### config.mk
export PLATFORM = sky130hd
export DESIGN_NAME = fir_direct
export DESIGN_NICKNAME = d
export VERILOG_FILES = /design/src/rtl/fir_direct.sv
export SDC_FILE = /design/constraint.sdc
export NUM_CORES = 1
export LEC_CHECK = 0
export ABC_AREA = 1
export CORE_ASPECT_RATIO = 0.75
export CORE_MARGIN = 5
export CORE_UTILIZATION = 57
export DETAILED_ROUTE_END_ITERATION = 8
export PLACE_DENSITY = 0.78
export SLEW_MARGIN = 30
export SYNTH_ARGS = -nofsm -noshare
export SYNTH_HDL_FRONTEND = slang
export SYNTH_SLANG_ARGS = --single-unit
### constraint.sdc
create_clock -name clk -period 6.5 [get_ports clk]
set_input_delay 0.975 -clock clk [delete_from_list [all_inputs] [get_ports clk]]
set_output_delay 0.975 -clock clk [all_outputs]
set_load 0.05 [all_outputs]
### src/rtl/fir_direct.sv
// fir_direct: 11-tap symmetric low-pass FIR filter with fixed coefficients.
// One sample in and one registered result out per clock. There is no handshake.
// The multiply-accumulate is combinational in front of the output register.
// The symmetric taps are folded so that each coefficient pair shares one multiply.
// The result is floor(sum(h[k]*x[n-k]) / 2^SHIFT).
// Note: rst_n is active-high despite its name. It is sampled on the rising clock edge.
module fir_direct #(
  parameter int INWL   = 15,
  parameter int MACWL  = 20,
  parameter int COEFWL = 8,
  parameter int SHIFT  = 6
) (
  input  logic                    clk,
  input  logic                    rst_n,
  input  logic signed [INWL-1:0]  data_in,
  output logic signed [MACWL-1:0] data_out
);

  localparam int NTAPS  = 11;
  localparam int NPAIRS = NTAPS / 2;
  // A 23-bit product plus growth over 11 taps fits comfortably in 27 bits.
  localparam int ACCWL  = INWL + COEFWL + 4;

  // Fixed coefficient table. It is symmetric around the centre tap and sums to 64.
  function automatic logic signed [COEFWL-1:0] coefAt(input int k);
    case (k)
      0, 10:   coefAt = COEFWL'(1);
      2, 8:    coefAt = COEFWL'(-5);
      4, 6:    coefAt = COEFWL'(20);
      5:       coefAt = COEFWL'(32);
      default: coefAt = '0;
    endcase
  endfunction

  // tap_q[k] holds x[n-k] for k = 1..10.
  logic signed [INWL-1:0]  tap_q [1:NTAPS-1];
  logic signed [INWL-1:0]  x     [0:NTAPS-1];
  logic signed [ACCWL-1:0] acc;
  logic signed [MACWL-1:0] data_out_d;
  logic signed [MACWL-1:0] data_out_q;

  // Gather the current sample and the delay line into one indexable window.
  always_comb begin
    x[0] = data_in;
    for (int k = 1; k < NTAPS; k++) begin
      x[k] = tap_q[k];
    end
  end

  // Folded multiply-accumulate.
  // Mirrored taps are pre-added, then multiplied by their shared coefficient.
  // The arithmetic shift rounds toward minus infinity.
  always_comb begin
    acc = '0;
    for (int k = 0; k < NPAIRS; k++) begin
      acc = acc + (ACCWL'(x[k]) + ACCWL'(x[NTAPS-1-k])) * ACCWL'(coefAt(k));
    end
    acc = acc + ACCWL'(x[NPAIRS]) * ACCWL'(coefAt(NPAIRS));
    data_out_d = MACWL'(acc >>> SHIFT);
  end

  // Advance the delay line and register the filtered result.
  // A reset clears all history, and the incoming sample is dropped.
  always_ff @(posedge clk) begin
    if (rst_n) begin
      for (int k = 1; k < NTAPS; k++) begin
        tap_q[k] <= '0;
      end
      data_out_q <= '0;
    end else begin
      tap_q[1] <= data_in;
      for (int k = 2; k < NTAPS; k++) begin
        tap_q[k] <= tap_q[k-1];
      end
      data_out_q <= data_out_d;
    end
  end

  assign data_out = data_out_q;

endmodule

# --- After elaboration in Yosys (flattened, before gate mapping) ---
# Memories as Yosys holds them, arrays and structs flattened.
# Cells that the tools add are included.
word_totals:
  input_bits: 17
  out_inout_bits: 20
  regBits: 20
  mem_bits_rw: 150
  n_memories: 1
classes:
  n_mul: 2
  mux: 13
  addsub: 6
  bitwise: 10
mem_list:
  columns: ["name", "depth", "word_bits", "read_ports", "rd_clocked_by_memory_dff", "write_ports", "line", "source"]
  rows:
  - ["tap_q", 10, 15, 10, 0, 10, "36", "logic signed [INWL-1:0] tap_q [1:NTAPS-1];"]
ops:
  columns: ["op", "n"]
  rows:
  - ["$mux W15", 10]
  - ["$add A15 B15 Y16", 3]
  - ["$mul A16 B4 Y20 const B", 2]
  - ["$add A23 B20 Y24", 1]
  - ["$add A21 B22 Y23", 1]
  - ["$add A16 B20 Y21", 1]
  - ["$or A1 B1 Y1", 10]
  - ["$mux W1", 3]

# --- Logic depth before layout (Yosys ltp) ---
# Gate-level depths: netlist of run 1.
# An unclocked memory read counts as a cell.
depth:
  depth_word: 6
  mapped_depth: 40
  mapped_depth_nobuf: 40

# --- Least setup slack after synthesis of run 1 ---
# Ideal clock, no wire load.
synth_path:
  path_kind: "reg-to-reg"
  startpoint: "mem tap_q[6][0]"
  endpoint: "reg data_out_q[13] (netlist: data_out[13])"
  setup_time_ns: 0.115
  stages_incl_launch_ff: 35
  arrival_time_ns: 6.076
  path_slack_ns: 0.309
  n_path_buf: 0
  required_ns: 6.385
  cell_sequence: "dfxtp_1 ha_1 inv_1 fa_1 nand3b_1 nand2_1 nand3_1 nand2_1 nand3_1 nand2_1 xor2_1 inv_1 ha_1 ha_1 inv_1 o21bai_1 nor2_1 inv_1 a21oi_1 xor2_1 fa_1 inv_1 fa_1 fa_1 inv_1 fa_1 inv_1 ha_1 nand2_1 inv_1 a21oi_1 a21boi_0 nand3_1 nand2_1 nor2_1"
synth_lines:
  columns: ["element", "line", "source"]
  rows:
  - ["start: declaration", "36", null]
  - ["end signal: assignment", "75", "data_out_q <= data_out_d;"]
  - ["end: declaration", "40", "logic signed [MACWL-1:0] data_out_q;"]

==> flow_metrics.env, run 1 <==
export IMPL_outcome="finished, final reports clean"
export IMPL_initial_utilization=0.577
export IMPL_drt_total_wl_mm=27.7
export IMPL_diodes=0
export IMPL_final_common_cell="inv_1"
export IMPL_vias=8912
export IMPL_crit_arrival_ns=6.81
export IMPL_dieArea_um2=22400
export IMPL_grt_pass1_wl_mm=42.9
export IMPL_tns_ns=0
export IMPL_worstSkewPairLatency_ns=0.44
export IMPL_synth_compound_area_share=0.0705
export IMPL_fin_nets=1726
export IMPL_syn_area_um2=11100
export IMPL_syn2layout_area_growth_pct=23.1
export IMPL_grt_setup_unrepaired="yes"
export IMPL_maxCapViolCount=0
export IMPL_path_class="reg2reg"
export IMPL_viasPerCell=4.99
export IMPL_place_port_buffers=36
export IMPL_yosysTopAreaCell="dfxtp_1"
export IMPL_coreArea_um2=19300
export IMPL_relSlewSlack=0.440
export IMPL_die_height_um=131
export IMPL_num_rows=44
export IMPL_path_clk_slew_ns=0.08
export IMPL_power_total_uw=4030
export IMPL_multiInputGateArea_um2=7110
export IMPL_setup_slack_ns=0.0700
export IMPL_syn_nets=1633
export IMPL_worstSetupEndpointType="register"
export IMPL_avgSynthCellArea_um2=7.79
export IMPL_cts_root_buf="clkbuf_16"
export IMPL_cpPeakStageDelay_ns=0.54
export IMPL_cp_start_kind="register"
export IMPL_final_cell_mix="inv_1 (374), nor2_1 (204), dfxtp_1 (166)"
export IMPL_drc=0
export IMPL_worst_slew_pin_slew_ns=0.840
export IMPL_clk_path_buf_depth=2
export IMPL_synthMuxAreaShare=0
export IMPL_p_leak_uw=0.00647
export IMPL_dp_hpwl_mm=20.0
export IMPL_place_inst=1739
export IMPL_ys_top_cells_by_area="dfxtp_1 (30%), fa_1 (17%), inv_1 (13%)"
export IMPL_n_fill_cell=1437
export IMPL_yosys_area_top_type_share=0.303
export IMPL_postSynthCellCount=1426
export IMPL_drv_slew=0
export IMPL_cts_buffers=17
export IMPL_wl_per_cell_um=15.5
export IMPL_yosys_warnings=0
export IMPL_die_w_um=171
export IMPL_cts_tree="yes"
export IMPL_place_congestion=0.890
export IMPL_critPathMaxFanout=4
export IMPL_grt_pass1_vias=8539
export IMPL_hold_buffers=0
export IMPL_place_ws_ns=-0.310
export IMPL_critPathRequiredTime_ns=6.88
export IMPL_min_period_ns=6.43
export IMPL_synth_top_family_by_area="adder cells"
export IMPL_synth_fa_ha_area_frac=0.280
export IMPL_finalSetupViolCount=0
export IMPL_powerDensity_nw_per_um2=295
export IMPL_slowest_stage="fa_1"
export IMPL_clock_skew_ns=0.0123
export IMPL_grt_max_degree=82
export IMPL_dr_pass1_iters=7
export IMPL_grt_util_all_layers=0.244
export IMPL_io_pins=37
export IMPL_antenna_found_initial=0
export IMPL_hold_viol=0
export IMPL_fmax_ghz=0.156
export IMPL_regArea_um2=3370
export IMPL_cpMostUsedCell="nand2_2"
export IMPL_seq_area_frac_synth=0.303
export IMPL_synthXorXnorAreaFrac=0.0304
export IMPL_drive_gt1_frac=0.178
export IMPL_yosys_area_share_simple=0.177
export IMPL_yosys_register_bits=168
export IMPL_ir_worst_vdd_v=0.000276
export IMPL_synth_distinct_cells=35
export IMPL_finalCritPeriodShare=0.989
export IMPL_gr_total_overflow=0
export IMPL_htree_levels=4
export IMPL_ant_nets=0
export IMPL_hold_class="reg2reg"
export IMPL_instances_no_fill=1785
export IMPL_drt_initial_drc_count=697
export IMPL_numClockSinks=168
## power by group
part	switching, uW	total, uW	internal (uW)
combinational	1140	1870	730
clock	517	1050	532
sequential	19.8	1110	1090
## layer usage
layer  vias to the layer above  global-route usage  part of all wire
met2                       283               0.382              0.45
met5                         -                   0                 0
met4                         0              0.0456             0.016
li1                       4390                   -                 -
met1                      4196               0.361              0.47
met3                        43              0.0454             0.064
## worst max-delay path, delay by kind of cell (launching register included)
kind	cells	cell delay, ns
AO/OA/AOI/OAI	5	0.68
adder cells (fa/ha/maj)	8	2.96
XOR/XNOR	1	0.16
buffers and inverters	7	0.54
AND/OR/NAND/NOR	17	1.66
flip-flops	1	0.36
## final timing paths
check	from	endpoint	slack, ns	cells after the start
worst min-delay path	tap_q[7][0]	tap_q[8][0]	0.40	2
worst max register to register	tap_q[4][0]	data_out[15]	0.07	38
worst min register to register	tap_q[7][0]	tap_q[8][0]	0.40	2
worst max-delay path	tap_q[4][0]	data_out[15]	0.07	38
## synthesized netlist by cell type, drive strengths merged
library cell / count
nand3: 40
o21ai: 22
a21oi: 73
nor2: 224
a21boi: 3
nand4: 5
xnor2: 9
o31ai: 3
fa: 97
nand3b: 3
inv: 393
o211ai: 2
nor3: 12
a21o: 5
clkbuf: 18
ha: 93
o22ai: 1
and2: 1
buf: 2
a31oi: 5
nand2: 200
dfxtp: 168
o21a: 12
xor2: 27
o21bai: 7
a22oi: 1
## sequential cells by signal, indices dropped and copies added, names as in the netlist
signal,count
data_out,18
tap_q,150
## through the flow
step                      utilization  cell area [um^2]  hold slack [ns]
after global placement          0.624             12000            0.390
after floorplan                     -             11100            0.388
final                           0.710             13700            0.400
after detailed placement        0.624             12000            0.393
after CTS                       0.672             12900            0.401
after global routing            0.710             13700            0.413
## repair_timing
item	in CTS	in global routing
gates resized for setup	51	147
pin swaps	24	92
endpoints found under the hold margin	0	0
setup endpoints to repair	12	14
buffers inserted	1	13
## layout make-up
class	instances	share of cell area
Multi-Input combinational cell	845	0.520
Sequential cell	168	0.246
Inverter	393	0.108
Timing Repair Buffer	94	0.0583
Clock buffer	18	0.0321
Tap cell	253	0.0231
Clock inverter	14	0.0125
## logic make-up after synthesis
group / after synthesis
buffers and inverters: 413
AOI/OAI and AO/OA: 134
xor gates and xnor gates: 36
and+or+nand+nor: 485
adders and majority gates: 190
DFF: 168
Power figures use the tool's default switching activity.
==> inputs of run 2 (changes only) <==
- CORE_UTILIZATION: 57 -> 63
- PLACE_DENSITY: 0.78 -> 0.82
- SLEW_MARGIN: 30 -> not set
- clock period: 6.5 -> 6.8 ns (I/O delays scaled with it)
==> run 2 against run 1 <==
  * First-iteration DRC count down 6.5%
  * Power shrank 13%
  * Non-clock buffer count fell by 53
  * Die area fell by 8.9%
  * Critical path type unchanged
  * Critical endpoint is now data_out[16]
  * Highest routed layer unchanged
==> flow_metrics.env, run 2 (same netlist as run 1, synthesis figures left out) <==
export IMPL_powerDensity_nw_per_um2=275
export IMPL_grt_max_degree=85
export IMPL_viasPerCell=5.01
export IMPL_grt_util_all_layers=0.260
export IMPL_worstSkewPairLatency_ns=0.44
export IMPL_r2r_start="tap_q[6][0]"
export IMPL_vias=8624
export IMPL_clock_skew_ns=0.0135
export IMPL_r2r_slack_ns=0.25
export IMPL_n_fill_cell=1331
export IMPL_drv_slew=0
export IMPL_clk_path_buf_depth=2
export IMPL_largest_register="tap_q"
export IMPL_cts_root_buf="clkbuf_16"
export IMPL_finalCritPeriodShare=0.964
export IMPL_path_clk_slew_ns=0.08
export IMPL_htree_levels=4
export IMPL_r2r_end="data_out[16]"
export IMPL_holdPathStages=2
export IMPL_drt_total_wl_mm=25.9
export IMPL_maxCapViolCount=0
export IMPL_coreArea_um2=17500
export IMPL_dr_pass1_iters=5
export IMPL_cp_startpoint="tap_q[6][0]"
export IMPL_dp_hpwl_mm=19.7
export IMPL_drt_initial_drc_count=652
export IMPL_relSlewSlack=0.458
export IMPL_dieArea_um2=20400
export IMPL_final_cell_area_um2=12800
export IMPL_crit_arrival_ns=6.88
export IMPL_p_leak_uw=0.00615
export IMPL_min_period_ns=6.55
export IMPL_worstSetupEndpointType="register"
export IMPL_die_w_um=163
export IMPL_syn2layout_area_growth_pct=15.0
export IMPL_io_pins=37
export IMPL_hp_start="tap_q[7][12]"
export IMPL_path_class="reg2reg"
export IMPL_critPathRequiredTime_ns=7.13
export IMPL_cpPeakStageDelay_ns=0.53
export IMPL_numClockSinks=168
export IMPL_drive_gt1_frac=0.0988
export IMPL_holdWs_ns=0.401
export IMPL_hold_end="tap_q[8][12]"
export IMPL_place_congestion=0.880
export IMPL_largest_reg_flops=150
export IMPL_slowest_stage="fa_1"
export IMPL_hold_class="reg2reg"
export IMPL_hold_buffers=0
export IMPL_finalSetupViolCount=0
export IMPL_power_total_uw=3510
export IMPL_cts_tree="yes"
export IMPL_gr_total_overflow=0
export IMPL_final_cell_mix="inv_1 (388), nor2_1 (209), nand2_1 (172)"
export IMPL_drc=0
export IMPL_fmax_ghz=0.153
export IMPL_worst_slew_pin_slew_ns=0.813
export IMPL_cp_start_kind="register"
export IMPL_antenna_found_initial=0
export IMPL_ant_nets=0
export IMPL_initial_utilization=0.635
export IMPL_final_core_utilization=0.730
export IMPL_wl_per_cell_um=15.1
export IMPL_num_rows=42
export IMPL_outcome="finished, final reports clean"
export IMPL_r2r_cells=29
export IMPL_ir_worst_vdd_v=0.000191
export IMPL_diodes=0
export IMPL_final_common_cell="inv_1"
export IMPL_critPathMaxFanout=4
export IMPL_grt_pass1_wl_mm=42.2
export IMPL_grt_pass1_vias=8593
export IMPL_hold_viol=0
export IMPL_place_port_buffers=36
export IMPL_cts_buffers=17
export IMPL_placed_area_um2=11700
export IMPL_fin_nets=1673
export IMPL_die_height_um=125
==> run 2: cell types whose count changed in the layout (fill, tap and decap cells not counted), sizes merged <==
cell and delta:
buf -53, bufinv +1, clkbuf -1, clkinv -1
==> run 2: layout make-up <==
class	instances	area (um^2)	share of cell area
repair buffers	41	395	0.0309
clock buffers	17	425	0.0333
clock inverters	14	178	0.0139
flip-flops and latches	168	3370	0.263
well taps	242	303	0.0237
inverters	393	1480	0.115
multi-input cells	845	6640	0.519
==> run 2: critical path, delay by kind of cell (launching register included) <==
kind | cells | cell delay, ns
buffers and inverters | 6 | 0.45
AO/OA/AOI/OAI | 6 | 0.98
XOR/XNOR | 2 | 0.24
flip-flops | 1 | 0.34
adder cells (fa/ha/maj) | 9 | 3.70
AND/OR/NAND/NOR | 6 | 0.73
==> run 2: worst max-delay path by stage <==
stage	to	slack (ns)	cells after the start
after floorplan	data_out[13]	0.61	34
final	data_out[16]	0.25	29
after CTS	data_out[13]	0.01	31
after global routing	data_out[16]	-0.07	30
after global placement	data_out[18]	0.05	33
after detailed placement	data_out[18]	-0.06	33
==> run 2: per-stage QoR <==
stage                     setup WS, ns  TNS, ns  instances
after CTS                       0.0102        0       1716
after global routing           -0.0694   -0.378       1720
final                            0.248        0       1720
after global placement          0.0459        0       1685
after detailed placement       -0.0557  -0.0603       1685
after floorplan                  0.609        0       1426
==> run 2: timing repair <==
| action | in CTS | in global routing |
|---|---|---|
| pin swaps | 0 | 25 |
| gates resized for setup | 4 | 91 |
| buffers inserted | 0 | 4 |
| setup endpoints to repair | 3 | 13 |
| cloned | 0 | 0 |
==> run 2: power breakdown <==
group	total (uW)	switching (uW)	internal (uW)	leakage, uW
registers	1060	19.0	1040	0.00137
clock network	991	464	527	0.000292
logic	1460	935	523	0.00449
==> run 2: routing by layer <==
layer | up-vias | GRT usage | share of wire
li1 | 4286 | - | -
met1 | 4022 | 0.373 | 0.46
met2 | 271 | 0.413 | 0.45
met3 | 45 | 0.0543 | 0.070
met4 | 0 | 0.0488 | 0.015
met5 | - | 0 | 0
